===== config.mk =====
export PLATFORM = sky130hd
export DESIGN_NAME = pwm_multi_channel_controller
export DESIGN_NICKNAME = d
export VERILOG_FILES = /design/src/rtl/pwm_multi_channel_controller_pkg.sv /design/src/rtl/pwm_multi_channel_controller_channel.sv /design/src/rtl/pwm_multi_channel_controller.sv
export SDC_FILE = /design/constraint.sdc
export NUM_CORES = 1
export LEC_CHECK = 0
export BUFFER_PORTS_ARGS = -buffer_cell sky130_fd_sc_hd__buf_2
export CAP_MARGIN = 20
export CORE_MARGIN = 2
export CORE_UTILIZATION = 45
export CTS_CLUSTER_SIZE = 24
export DETAILED_ROUTE_END_ITERATION = 12
export PLACE_DENSITY = 0.68
export SLEW_MARGIN = 0
export SYNTH_ARGS = -nofsm -noshare
export SYNTH_HDL_FRONTEND = slang
export SYNTH_HIERARCHICAL = 1
export SYNTH_SLANG_ARGS = --single-unit

===== constraint.sdc =====
create_clock -name clk -period 7.6 [get_ports clk]
set_clock_uncertainty 0.05 [all_clocks]
set_input_delay 0.76 -clock clk [delete_from_list [all_inputs] [get_ports clk]]
set_output_delay 0.76 -clock clk [all_outputs]
set_load 0.02 [all_outputs]

===== src/rtl/pwm_multi_channel_controller_pkg.sv =====
`default_nettype none
// ============================================================================
// Module      : pwm_multi_channel_controller_pkg
// Description : Shared types and helpers for the multi-channel PWM controller.
//               Holds the controller state encoding and the channel-select
//               width helper, which keeps a 1-bit select even when NCH == 1.
// Revision    : 1.0 - initial release
// ============================================================================
package pwm_multi_channel_controller_pkg;

    typedef enum logic [1:0] {
        ST_IDLE     = 2'd0,
        ST_RUN      = 2'd1,
        ST_STOPPING = 2'd2
    } pwm_state_t;

    // Width of the channel-select port; never zero.
    function automatic int sel_width(input int n);
        return (n > 1) ? $clog2(n) : 1;
    endfunction

endpackage
`default_nettype wire


===== src/rtl/pwm_multi_channel_controller_channel.sv =====
`default_nettype none
// ============================================================================
// Module      : pwm_multi_channel_controller_channel
// Description : One PWM channel. Holds a duty shadow register written by
//               load_en, copies it to the active duty on apply (period end
//               or run start), compares against the shared counter and
//               registers the result. INV flips the output polarity.
// Ports       : clk, rst_n      - clock, async active-low reset
//               counter [W]     - shared period counter
//               apply           - copy shadow duty into active duty
//               busy            - controller in RUN or STOPPING
//               load_en         - write duty into the shadow register
//               duty    [W]     - new duty value
//               pwm             - registered channel output
// Revision    : 1.0 - initial release
// ============================================================================
module pwm_multi_channel_controller_channel #(
    parameter int   W   = 8,
    parameter logic INV = 1'b0
) (
    input  logic         clk,
    input  logic         rst_n,
    input  logic [W-1:0] counter,
    input  logic         apply,
    input  logic         busy,
    input  logic         load_en,
    input  logic [W-1:0] duty,
    output logic         pwm
);

    logic [W-1:0] r_duty_sh;
    logic [W-1:0] r_duty_act;
    logic         r_pwm;
    logic         w_raw;

    // duty >= period naturally yields a constant active level.
    assign w_raw = busy && (counter < r_duty_act);

    // A load coinciding with apply lands in the shadow only; the active
    // register takes the previous shadow value, so the new duty waits for
    // the next period end.
    always_ff @(posedge clk or negedge rst_n) begin
        if (!rst_n) begin
            r_duty_sh  <= '0;
            r_duty_act <= '0;
            r_pwm      <= 1'b0;
        end else begin
            if (load_en) begin
                r_duty_sh <= duty;
            end
            if (apply) begin
                r_duty_act <= r_duty_sh;
            end
            r_pwm <= w_raw;
        end
    end

    assign pwm = r_pwm ^ INV;

endmodule
`default_nettype wire


===== src/rtl/pwm_multi_channel_controller.sv =====
`default_nettype none
// ============================================================================
// Module      : pwm_multi_channel_controller
// Description : NCH-channel PWM controller sharing one period counter.
//               Period and duty writes go to shadow registers and take
//               effect at the end of a period. STOP completes the current
//               period before returning to IDLE.
// Ports       : clk, rst_n        - clock, async active-low reset
//               period [W]        - period in clocks, sampled on accepted set
//               duty   [W]        - high time in clocks, sampled on load
//               ch_sel            - channel addressed by load
//               load              - write duty into shadow of ch_sel
//               set               - start (IDLE) / update period shadow
//               stop              - request graceful stop
//               rdy               - 1 in IDLE
//               busy              - 1 in RUN or STOPPING
//               period_end        - high on the last count of each period
//               pwm    [NCH]      - registered channel outputs
// Revision    : 1.0 - initial release
// ============================================================================
module pwm_multi_channel_controller
    import pwm_multi_channel_controller_pkg::*;
#(
    parameter int             W        = 8,
    parameter int             NCH      = 4,
    parameter logic [NCH-1:0] INV_MASK = '0
) (
    input  logic                        clk,
    input  logic                        rst_n,
    input  logic [W-1:0]                period,
    input  logic [W-1:0]                duty,
    input  logic [sel_width(NCH)-1:0]   ch_sel,
    input  logic                        load,
    input  logic                        set,
    input  logic                        stop,
    output logic                        rdy,
    output logic                        busy,
    output logic                        period_end,
    output logic [NCH-1:0]              pwm
);

    localparam int           SW    = sel_width(NCH);
    localparam logic [W-1:0] C_ONE = W'(1);

    pwm_state_t   r_state;
    pwm_state_t   w_next_state;
    logic [W-1:0] r_cnt;
    logic [W-1:0] r_per_sh;
    logic [W-1:0] r_per_act;
    logic         w_busy;
    logic         w_last;
    logic         w_per_ok;
    logic         w_start;
    logic         w_shadow_wr;
    logic         w_apply;

    assign w_busy     = (r_state == ST_RUN) || (r_state == ST_STOPPING);
    assign w_last     = (r_cnt == (r_per_act - C_ONE));
    assign w_per_ok   = (period != '0);
    assign period_end = w_busy && w_last;
    assign w_apply    = period_end || w_start;
    assign busy       = w_busy;
    assign rdy        = (r_state == ST_IDLE);

    // Next-state logic. STOP always beats SET; a zero period is never
    // accepted so per_act stays non-zero while busy.
    always_comb begin
        w_next_state = r_state;
        w_start      = 1'b0;
        w_shadow_wr  = 1'b0;
        case (r_state)
            ST_IDLE: begin
                if (set && !stop && w_per_ok) begin
                    w_next_state = ST_RUN;
                    w_start      = 1'b1;
                end
            end
            ST_RUN: begin
                if (stop) begin
                    w_next_state = ST_STOPPING;
                end else if (set && w_per_ok) begin
                    w_shadow_wr = 1'b1;
                end
            end
            ST_STOPPING: begin
                // A SET cancels the stop, even on the final count.
                if (set && !stop && w_per_ok) begin
                    w_next_state = ST_RUN;
                    w_shadow_wr  = 1'b1;
                end else if (w_last) begin
                    w_next_state = ST_IDLE;
                end
            end
            default: begin
                w_next_state = ST_IDLE;
            end
        endcase
    end

    always_ff @(posedge clk or negedge rst_n) begin
        if (!rst_n) begin
            r_state <= ST_IDLE;
        end else begin
            r_state <= w_next_state;
        end
    end

    // Period counter and period shadow/active registers.
    always_ff @(posedge clk or negedge rst_n) begin
        if (!rst_n) begin
            r_cnt     <= '0;
            r_per_sh  <= '0;
            r_per_act <= '0;
        end else begin
            if (!w_busy || w_last) begin
                r_cnt <= '0;
            end else begin
                r_cnt <= r_cnt + C_ONE;
            end

            if (w_start) begin
                r_per_act <= period;
                r_per_sh  <= period;
            end else begin
                if (w_shadow_wr) begin
                    r_per_sh <= period;
                end
                if (period_end) begin
                    r_per_act <= r_per_sh;
                end
            end
        end
    end

    for (genvar gi = 0; gi < NCH; gi++) begin : g_ch
        localparam logic [SW-1:0] C_IDX = SW'(gi);
        logic w_load_en;

        assign w_load_en = load && (ch_sel == C_IDX);

        pwm_multi_channel_controller_channel #(
            .W   (W),
            .INV (INV_MASK[gi])
        ) u_ch (
            .clk     (clk),
            .rst_n   (rst_n),
            .counter (r_cnt),
            .apply   (w_apply),
            .busy    (w_busy),
            .load_en (w_load_en),
            .duty    (duty),
            .pwm     (pwm[gi])
        );
    end

endmodule
`default_nettype wire

# Word level (Yosys, flattened, before mapping)
# Index checks and enable logic that the tools add are counted.
# word_totals
regBits,94
input_bits,23
out_inout_bits,7
word_cells,69
# op_classes
n_addsub,2
n_lt_le_gt_ge,4
n_eq_ne,9
n_mux,15
n_reduce_logical,23
# op_table
cell,count
8-bit 2-to-1 mux,5
8-bit < comparator,4
1-bit logical AND,12
"8-bit by 1-bit adder with 8-bit output, second input constant",1
8-bit == test,1
2-bit 2-to-1 mux,4
8-bit nonzero test,1
"8-bit by 1-bit subtractor with 8-bit output, second input constant",1
"2-bit == test, second input constant",3
2-bit one-hot mux with 3 select lines,1
"2-bit by 1-bit == test with 1-bit output, second input constant",2
2-bit logical NOT,2
1-bit 2-to-1 mux,4
2-bit nonzero test,2
1-bit logical OR,3
"3-bit by 2-bit != test with 1-bit output, second input constant",1
3-bit AND reduction,1
1-bit logical NOT,2
"2-bit by 1-bit != test with 1-bit output, second input constant",1
"2-bit != test, second input constant",1
1-bit one-hot mux with 2 select lines,1

# Logic depth before layout (Yosys ltp)
# Gate-level depths: netlist of the first run.
# depth
depth_word,7
ltp_mapped,12
ltp_nobuf,9

# By module
# Netlist of the first run, hierarchy kept.
# by_module_without_submodules
mod,n_inst,cells_per_inst,area_per_inst_um2,seq_area_each_um2
pwm_multi_channel_controller_channel,4,68,790.8,425.4
pwm_multi_channel_controller,1,164,1562.7,650.6

# Worst setup path before layout of the first run
# OpenSTA, ideal clock, no wires.
# synth_timing
path_kind,reg2reg
startpoint,register r_per_act[2]
endpoint,register g_ch[0].u_ch.r_duty_act[0]
setup_time_ns,0.125
t_arrival_ns,3.010
required_ns,7.425
slack_ns,4.415
path_stages_with_launch,9
path_buffers,2
period_less_slack_ns,3.185
cell_sequence,dfrtp_1 -> buf_6 -> or3_4 -> o31a_1 -> or4_4 -> a2111o_1 -> buf_2 -> nand2_1 -> mux2_2
# synth_between
elab_chain_len,4
# synth_rtl
element,line,rtl
from (decl),pwm_multi_channel_controller.sv:49,logic [W-1:0] r_per_act;
from (signal assigned),pwm_multi_channel_controller.sv:122,r_per_act <= period;
from (signal assigned),pwm_multi_channel_controller.sv:129,r_per_act <= r_per_sh;
8-bit by 1-bit subtractor with 8-bit output,pwm_multi_channel_controller.sv:58,assign w_last = (r_cnt == (r_per_act - C_ONE));
8-bit == test,pwm_multi_channel_controller.sv:58,
1-bit logical AND,pwm_multi_channel_controller.sv:60,assign period_end = w_busy && w_last;
1-bit logical OR,pwm_multi_channel_controller.sv:61,assign w_apply = period_end || w_start;
net w_apply,pwm_multi_channel_controller.sv:55,logic w_apply;
to (signal assigned),pwm_multi_channel_controller_channel.sv:52,r_duty_act <= r_duty_sh;
to (decl),pwm_multi_channel_controller_channel.sv:32,logic [W-1:0] r_duty_act;
# The timed path passes the listed nets, and every way through them passes these cells.
# A chain may end at the register's enable or synchronous reset.

# Worst setup path after layout of the first run
# layout_timing
startpoint,register r_per_act[2]
endpoint,output period_end
# layout_between
elab_chain_len,3
# layout_rtl
element,line,rtl
8-bit by 1-bit subtractor with 8-bit output,pwm_multi_channel_controller.sv:58,
8-bit == test,pwm_multi_channel_controller.sv:58,
1-bit logical AND,pwm_multi_channel_controller.sv:60,
to (decl),pwm_multi_channel_controller.sv:38,"output logic period_end,"
# Every way passes these cells.

==> flow_metrics.env, run 1 <==
export IMPL_drtIter0Drc=188
export IMPL_synth_simple_area_share_pct=12.3
export IMPL_hold_viol_final=0
export IMPL_clock_latency_ps=350
export IMPL_nFillCells=947
export IMPL_fin_ws_ps=3920
export IMPL_routed_wirelength_um=9240
export IMPL_grt_antenna_before_repair=0
export IMPL_clk_pin_slew_worst_paths_ps=90
export IMPL_grt_pass1_vias=3188
export IMPL_rsz0062_at_grt="false"
export IMPL_netlist_area_um2=4730
export IMPL_yosys_register_bits=94
export IMPL_initial_core_util_pct=46.0
export IMPL_routedWlPerCell_um=15.3
export IMPL_post_route_period_util_pct=48.4
export IMPL_timing_final_crit_period_ps=3680
export IMPL_drcViolationCount=0
export IMPL_post_cts_buffers=0
export IMPL_synthXorXnorAreaFrac_pct=2.59
export IMPL_regArea_um2=2350
export IMPL_cts_root_buf="clkbuf_8"
export IMPL_synth_area_per_cell_um2=10.8
export IMPL_cts_made_buffers=9
export IMPL_max_clock_freq_ghz=0.272
export IMPL_path_delay_family="simple AND/OR/NAND/NOR gates"
export IMPL_dieWidth_um=106
export IMPL_dp_cells=588
export IMPL_num_vias=3213
export IMPL_die_h_um=106
export IMPL_status="complete, no violations"
export IMPL_syn_inst=436
export IMPL_cp_max_fo=10
export IMPL_drv_slew=0
export IMPL_synth_adder_area_share_pct=9.00
export IMPL_ys_async_sr_fraction_pct=100
export IMPL_stdcell_count=603
export IMPL_tritoncts="built"
export IMPL_ys_flop_type="dfrtp_1"
export IMPL_power_density_nw_per_um2=341
export IMPL_slew_headroom_pct=45.5
export IMPL_final_layout_size_suffix_gt1_share_pct=21.0
export IMPL_grt_usage_pct=17.6
export IMPL_yosysSeqAreaShare_pct=49.8
export IMPL_dp_hpwl_um=6620
export IMPL_grt_overflow_total=0
export IMPL_fin_setup_tns_ps=0
export IMPL_max_slew_worst_pin_slew_ps=814
export IMPL_pre_cts_slack_ps=4240
export IMPL_io_pins=30
export IMPL_ir_drop_uv=159
export IMPL_slowest_stage="a2111o_1"
export IMPL_crit_chain="or3_4 -> o31a_1 -> or4_4 -> a2111o_1 -> inv_1 -> buf_2"
export IMPL_critPathMaxStageDelay_ps=570
export IMPL_ys_warn_count=6
export IMPL_nNetsFinal=520
export IMPL_hold_buffers=0
export IMPL_netlist_cell_type_count=44
export IMPL_dieArea_um2=11300
export IMPL_cts_resized=0
export IMPL_worstPathArrival_ps=2870
export IMPL_postRouteAntennaNets=0
export IMPL_grt_pass1_wl_um=15400
export IMPL_cts_sinks=94
export IMPL_cp_start_kind="flip-flop"
export IMPL_synthToLayoutAreaGrowth_pct=8.84
export IMPL_io_buffers=29
export IMPL_routabilityCongestion=0.828
export IMPL_synth_edff_count=0
export IMPL_multi_input_area_um2=2110
export IMPL_critical_path_class="reg2out"
export IMPL_critPathCaptureType="output port"
export IMPL_htreeDepth=3
export IMPL_coreArea_um2=10300
export IMPL_synth_compound_area_share_pct=10.3
export IMPL_drt_pre_antenna_iters=4
export IMPL_required_ps=6790
export IMPL_timing_critical_path_buf_inv=2
export IMPL_cap_violations=0
export IMPL_hp_class="in2async"
export IMPL_vias_per_cell=5.33
export IMPL_grt_max_degree=61
export IMPL_n_antenna_cell=0
export IMPL_setup_violations=0
export IMPL_synth_top_family_by_area="simple AND/OR/NAND/NOR gates"
export IMPL_clockBufferDepth=2
export IMPL_p_leak_nw=2.36
export IMPL_synth_mux_area_fraction_pct=10.5
export IMPL_rows=37
export IMPL_synth_fp_nets=493
cell type report:
class                           count  share of cell area, %
Clock buffer                       11                   2.55
Clock inverter                      4                   1.41
Inverter                           36                   2.63
Multi-Input combinational cell    290                   41.1
Sequential cell                    94                   45.7
Tap cell                          136                   3.31
Timing Repair Buffer               32                   3.31
sequential cells by signal, summed over array words and instances (netlist names):
register              flops
r_per_sh                  8
r_state                   2
g_ch.u_ch/r_duty_act     32
r_cnt                     8
r_per_act                 8
g_ch.u_ch/pwm             4
g_ch.u_ch/r_duty_sh      32
final timing paths:
path / endpoint / slack [ps] / startpoint / depth (start not counted)
worst max-delay path: period_end / 3920 / r_per_act[2] / 6
worst min-delay path: g_ch[1].u_ch/r_duty_sh[6] / 350 / rst_n / 1
worst max register to register: g_ch[2].u_ch/r_duty_act[0] / 4210 / r_per_act[2] / 7
worst min register to register: g_ch[1].u_ch/r_duty_act[1] / 440 / g_ch[1].u_ch/r_duty_sh[1] / 2
max in group asynchronous: r_per_act[2] / 6130 / rst_n / 2
min in group clk: g_ch[1].u_ch/r_duty_act[1] / 440 / g_ch[1].u_ch/r_duty_sh[1] / 2
per-stage QoR:
step / util, % / cell area (µm²) / power (mW) / hold slack, ps
5_1_grt: 50.0 / 5140 / 1.90 / 386
6_report: 50.0 / 5140 / 1.76 / 349
3_3_place_gp: 48.1 / 4940 / 1.38 / 411
4_1_cts: 50.0 / 5140 / 1.77 / 366
3_5_place_dp: 48.1 / 4940 / 1.42 / 420
2_1_floorplan: - / 4730 / 1.25 / 396
synthesized netlist by cell type, types with 5 or more instances:
cell | n | share of area (%)
mux2_2 | 44 | 10
xor2_1 | 7 | 1.3
buf_6 | 6 | 1.4
ha_1 | 34 | 9.0
nor2b_1 | 11 | 1.5
nand3_1 | 13 | 1.4
a21oi_1 | 6 | 0.64
buf_4 | 5 | 0.79
dfrtp_1 | 94 | 50
a31oi_1 | 9 | 1.2
xnor2_1 | 7 | 1.3
nor2_1 | 28 | 2.2
inv_1 | 36 | 2.9
o21ai_0 | 41 | 4.3
nand2_1 | 44 | 3.5
kinds of logic (layout without fill, tap and decap cells):
family          count (synthesis)  count (layout)
simple gates                  121             121
xor+xnor                       14              14
buf+inv                        52              83
compound gates                 77              77
fa+ha+maj                      34              34
mux                            44              44
flops                          94              94
per-layer routing:
metal	global-route usage (%)	wire, µm
met5	0	0
met4	6.96	141
met2	28.1	4470
met1	24.0	4370
met3	3.13	257
power by group:
| part | switching, mW | internal (mW) | total, mW | leakage [nW] |
|---|---|---|---|---|
| Clock | 0.163 | 0.183 | 0.346 | 0.0994 |
| Combinational | 0.356 | 0.266 | 0.622 | 1.12 |
| Sequential | 0.113 | 0.675 | 0.788 | 1.14 |
cell usage in the layout (no fill, tap or decap), types with 2 or more instances in the layout:
cell type,count
buf_4,4
nor3_1,2
o21ai_0,41
ha_1,34
nor2b_1,11
a31oi_1,9
nor4_1,4
o211ai_1,2
and3b_1,2
o21ai_1,4
inv_1,36
a21oi_1,6
clkbuf_8,9
xor2_1,7
buf_2,28
dfrtp_1,94
bufinv_16,2
nand3_1,13
nand2_1,44
and3_1,3
a211oi_1,4
a211oi_2,4
mux2_2,44
nor2_1,28
nand4_1,4
clkbuf_1,2
xnor2_1,7
(Power assumes the default switching activity.)
==> inputs of run 2 (changes only) <==
Clock period 7.6 ns to 3.5 ns, I/O delays scaled along.
==> flow_metrics.env, run 2 (same netlist as run 1, synthesis figures left out) <==
export IMPL_status="complete, no violations"
export IMPL_hp_class="in2reg"
export IMPL_num_vias=3228
export IMPL_stdcell_count=611
export IMPL_grt_antenna_before_repair=0
export IMPL_hold_viol_final=0
export IMPL_cts_sinks=94
export IMPL_grt_max_degree=40
export IMPL_nNetsFinal=527
export IMPL_fin_setup_tns_ps=0
export IMPL_cap_violations=0
export IMPL_setup_violations=0
export IMPL_final_layout_size_suffix_gt1_share_pct=22.3
export IMPL_n_antenna_cell=0
export IMPL_pre_cts_slack_ps=535
export IMPL_max_clock_freq_ghz=0.306
export IMPL_cp_max_fo=9
export IMPL_die_h_um=106
export IMPL_dp_hpwl_um=6830
export IMPL_clk_pin_slew_worst_paths_ps=90
export IMPL_power_density_nw_per_um2=736
export IMPL_rr_endpoint="g_ch[3].u_ch/r_duty_act[1]"
export IMPL_routabilityCongestion=0.815
export IMPL_cts_made_buffers=9
export IMPL_clockBufferDepth=2
export IMPL_io_pins=30
export IMPL_ir_drop_uv=374
export IMPL_drv_slew=0
export IMPL_p_switching_mw=1.42
export IMPL_post_route_period_util_pct=93.5
export IMPL_grt_usage_pct=18.0
export IMPL_coreArea_um2=10300
export IMPL_dieArea_um2=11300
export IMPL_critical_path_class="reg2out"
export IMPL_nFillCells=925
export IMPL_required_ps=3100
export IMPL_power_frac_seq_pct=44.5
export IMPL_cell_internal_pwr_mw=2.41
export IMPL_grt_overflow_total=0
export IMPL_p_leak_nw=2.40
export IMPL_cts_resized=0
export IMPL_postRouteAntennaNets=0
export IMPL_cts_root_buf="clkbuf_8"
export IMPL_drcViolationCount=0
export IMPL_combinationalPowerShare_pct=35.9
export IMPL_vias_per_cell=5.28
export IMPL_routedWlPerCell_um=15.2
export IMPL_clock_latency_ps=370
export IMPL_htreeDepth=3
export IMPL_timing_rr_start="r_per_act[2]"
export IMPL_r2r_slack_ps=510
export IMPL_routed_wirelength_um=9300
export IMPL_layout_commonest_cell="dfrtp_1"
export IMPL_rows=37
export IMPL_critPathCaptureType="output port"
export IMPL_fin_ws_ps=228
export IMPL_drtIter0Drc=158
export IMPL_multi_input_area_um2=2110
export IMPL_switching_share_pct=37.1
export IMPL_max_slew_worst_pin_slew_ps=851
export IMPL_clockPowerShare_pct=19.6
export IMPL_dieWidth_um=106
export IMPL_power_mw=3.83
export IMPL_cp_startpoint="r_per_act[2]"
export IMPL_rsz0062_at_grt="false"
export IMPL_initial_core_util_pct=46.0
export IMPL_grt_pass1_wl_um=15900
export IMPL_layout_common_cells="dfrtp_1, nand2_1, mux2_2"
export IMPL_grt_pass1_vias=3263
export IMPL_synthToLayoutAreaGrowth_pct=10.1
export IMPL_drt_pre_antenna_iters=5
export IMPL_top_regs="g_ch.u_ch/r_duty_act (32), g_ch.u_ch/r_duty_sh (32)"
export IMPL_io_buffers=29
export IMPL_cp_start_kind="flip-flop"
export IMPL_slew_headroom_pct=43.0
export IMPL_regArea_um2=2350
export IMPL_post_cts_buffers=0
export IMPL_reg2reg_depth=8
export IMPL_worstPathArrival_ps=2870
export IMPL_dp_cells=594
export IMPL_timing_final_crit_period_ps=3270
export IMPL_tritoncts="built"
export IMPL_crit_end="period_end"
[run 2: worst min-delay path by stage]
stage / slack, ps / depth (start not counted) / endpoint / startpoint
2_1_floorplan: 4 / 0 / g_ch[0].u_ch/pwm / rst_n
3_3_place_gp: 270 / 1 / g_ch[0].u_ch/r_duty_sh[4] / rst_n
3_5_place_dp: 270 / 1 / g_ch[0].u_ch/r_duty_sh[7] / rst_n
4_1_cts: 170 / 2 / r_per_sh[5] / period[5]
5_1_grt: 180 / 2 / g_ch[1].u_ch/r_duty_sh[2] / duty[2]
6_report: 190 / 2 / r_per_sh[5] / period[5]
[run 2: stage by stage]
stage,util [%],instance area (µm²),hold slack (ps)
floorplan,-,4730,4.41
CTS,50.6,5200,175
finish,50.6,5200,190
global placement,48.5,4980,270
global route,50.6,5200,183
detailed placement,48.5,4980,272
[run 2: metal layers]
layer | global-route usage [%] | up-vias | part of all wire, %
met5 | 0 | - | 0
met4 | 7.42 | 0 | 1.7
met3 | 3.68 | 12 | 3.0
met2 | 28.0 | 44 | 46
met1 | 24.6 | 1594 | 49
li1 | - | 1578 | -
[run 2: area by class of cell]
class / count / share of cell area [%]
clock buffers: 11 / 2.72
inverters: 36 / 2.60
multi-input cells: 290 / 40.6
well taps: 136 / 3.27
repair buffers: 39 / 4.33
clock inverters: 5 / 1.25
flip-flops and latches: 94 / 45.2
[run 2: critical path, cell delays in order, from the launching register on]
cell and delay, ps:
dfrtp_1 480, or3_4 420, o31a_1 260, or4_4 540
a2111o_1 440, buf_4 180, inv_1 50, buf_2 150
[run 2: power groups by stage]
| stage | sequential [mW] | combinational (mW) | clock [mW] |
|---|---|---|---|
| final | 1.71 | 1.37 | 0.751 |
| after global routing | 1.75 | 1.56 | 0.807 |
| after CTS | 1.70 | 1.38 | 0.770 |
| after detailed placement | 1.73 | 1.37 | 0 |
| after global placement | 1.71 | 1.31 | 0 |
| after floorplan | 1.66 | 1.06 | 0 |
[run 2: repair_timing]
action	in CTS	in global routing
endpoints found under the hold margin	32	0
setup endpoints to repair	0	0
hold buffers	1	0
==> inputs of run 3 (changes only) <==
Settings changed: REMOVE_ABC_BUFFERS set to 1, SLEW_MARGIN 0 to 20.
==> flow_metrics.env, run 3 (same netlist as run 1, synthesis figures left out) <==
export IMPL_routed_wirelength_um=9410
export IMPL_required_ps=3100
export IMPL_io_buffers=29
export IMPL_max_slew_worst_pin_slew_ps=928
export IMPL_pre_cts_slack_ps=436
export IMPL_power_density_nw_per_um2=738
export IMPL_cts_sinks=94
export IMPL_grt_usage_pct=18.3
export IMPL_fin_ws_ps=193
export IMPL_post_route_period_util_pct=94.5
export IMPL_drv_slew=0
export IMPL_grt_pass1_vias=3293
export IMPL_routabilityCongestion=0.839
export IMPL_grt_pass1_wl_um=16000
export IMPL_power_mw=3.84
export IMPL_postRouteAntennaNets=0
export IMPL_initial_core_util_pct=46.0
export IMPL_layout_commonest_cell="dfrtp_1"
export IMPL_tritoncts="built"
export IMPL_hold_viol_final=0
export IMPL_top_regs="g_ch.u_ch/r_duty_act (32), g_ch.u_ch/r_duty_sh (32)"
export IMPL_rsz0062_at_grt="false"
export IMPL_max_clock_freq_ghz=0.302
export IMPL_hp_class="in2reg"
export IMPL_cap_violations=0
export IMPL_post_cts_buffers=0
export IMPL_routedWlPerCell_um=15.4
export IMPL_grt_overflow_total=0
export IMPL_die_h_um=106
export IMPL_cts_made_buffers=9
export IMPL_drtIter0Drc=165
export IMPL_clockBufferDepth=2
export IMPL_grt_antenna_before_repair=0
export IMPL_timing_final_crit_period_ps=3310
export IMPL_clock_latency_ps=380
export IMPL_io_pins=30
export IMPL_worstPathArrival_ps=2910
export IMPL_slew_headroom_pct=37.9
export IMPL_nNetsFinal=527
export IMPL_p_leak_nw=2.40
export IMPL_cp_max_fo=9
export IMPL_drt_pre_antenna_iters=4
export IMPL_num_vias=3223
export IMPL_rows=37
export IMPL_setup_violations=0
export IMPL_ir_drop_uv=382
export IMPL_grt_max_degree=36
export IMPL_synthToLayoutAreaGrowth_pct=10.2
export IMPL_clk_pin_slew_worst_paths_ps=90
export IMPL_vias_per_cell=5.27
export IMPL_dieWidth_um=106
export IMPL_dieArea_um2=11300
export IMPL_cp_start_kind="flip-flop"
export IMPL_htreeDepth=3
export IMPL_final_layout_size_suffix_gt1_share_pct=22.5
export IMPL_fin_area_um2=5210
export IMPL_status="complete, no violations"
export IMPL_drcViolationCount=0
export IMPL_critPathCaptureType="output port"
export IMPL_dp_hpwl_um=6880
export IMPL_critical_path_class="reg2out"
export IMPL_hold_slack_ps=184
export IMPL_cts_root_buf="clkbuf_8"
export IMPL_n_antenna_cell=0
export IMPL_placed_cell_area_um2=4980
export IMPL_nFillCells=948
export IMPL_coreArea_um2=10300
export IMPL_layout_common_cells="dfrtp_1, nand2_1, mux2_2"
-- run 3: cell count changes in the layout (fill, tap and decap cells not counted), sizes merged --
cell / change
clkinvlp: +2
clkbuf: -1
clkinv: -2
inv: +1
-- run 3: worst paths after layout --
| kind | from | to | slack [ps] | depth (start not counted) |
|---|---|---|---|---|
| setup / recovery | r_per_act[0] | period_end | 190 | 9 |
| hold / removal | period[4] | r_per_sh[4] | 180 | 2 |
| setup reg to reg | r_per_act[0] | g_ch[1].u_ch/r_duty_act[2] | 370 | 10 |
| hold reg to reg | g_ch[0].u_ch/r_duty_sh[4] | g_ch[0].u_ch/r_duty_act[4] | 440 | 2 |
| max in group asynchronous | rst_n | r_cnt[3] | 2230 | 3 |
| min in group asynchronous | rst_n | g_ch[0].u_ch/r_duty_act[7] | 400 | 2 |
-- run 3: stage by stage --
step                      util [%]  TNS (ps)  instances
after floorplan                  -      -412        420
after detailed placement      48.5         0        594
after global routing          50.7         0        611
final                         50.7         0        611
after global placement        48.5         0        594
after CTS                     50.7         0        611
-- run 3: report_power, final --
group	switching (mW)	internal [mW]
sequential	0.241	1.46
clock	0.408	0.362
combinational	0.776	0.592
total	1.43	2.42
-- run 3: worst max-delay path, stage by stage (launching register included) --
cell and delay (ps):
dfrtp_1 470, inv_1 90, ha_1 220, nor4b_1 370, xnor2_1 120, or4_4 450, a2111o_1 440, buf_4 180
inv_1 50, buf_2 150
-- run 3: layout make-up --
class / instances / area, µm² / share of cell area [%]
well taps: 136 / 170 / 3.27
clock inverters: 6 / 76.3 / 1.47
flip-flops and latches: 94 / 2350 / 45.2
clock buffers: 10 / 138 / 2.64
inverters: 36 / 135 / 2.59
repair buffers: 39 / 225 / 4.32
multi-input cells: 290 / 2110 / 40.5
-- run 3: what timing repair did --
| action | 4_1_cts | 5_1_grt |
|---|---|---|
| hold buffers | 1 | 0 |
| endpoints found under the hold margin | 33 | 0 |
| resized for setup | 0 | 0 |
-- run 3: layer usage --
metal	routed length, µm	share of wire [%]	vias to the layer above	global-route usage [%]
li1	-	-	1565	-
met1	4540	48	1583	25.1
met2	4330	46	59	28.3
met3	368	3.9	16	4.41
met4	164	1.7	0	6.59
met5	0	0	-	0
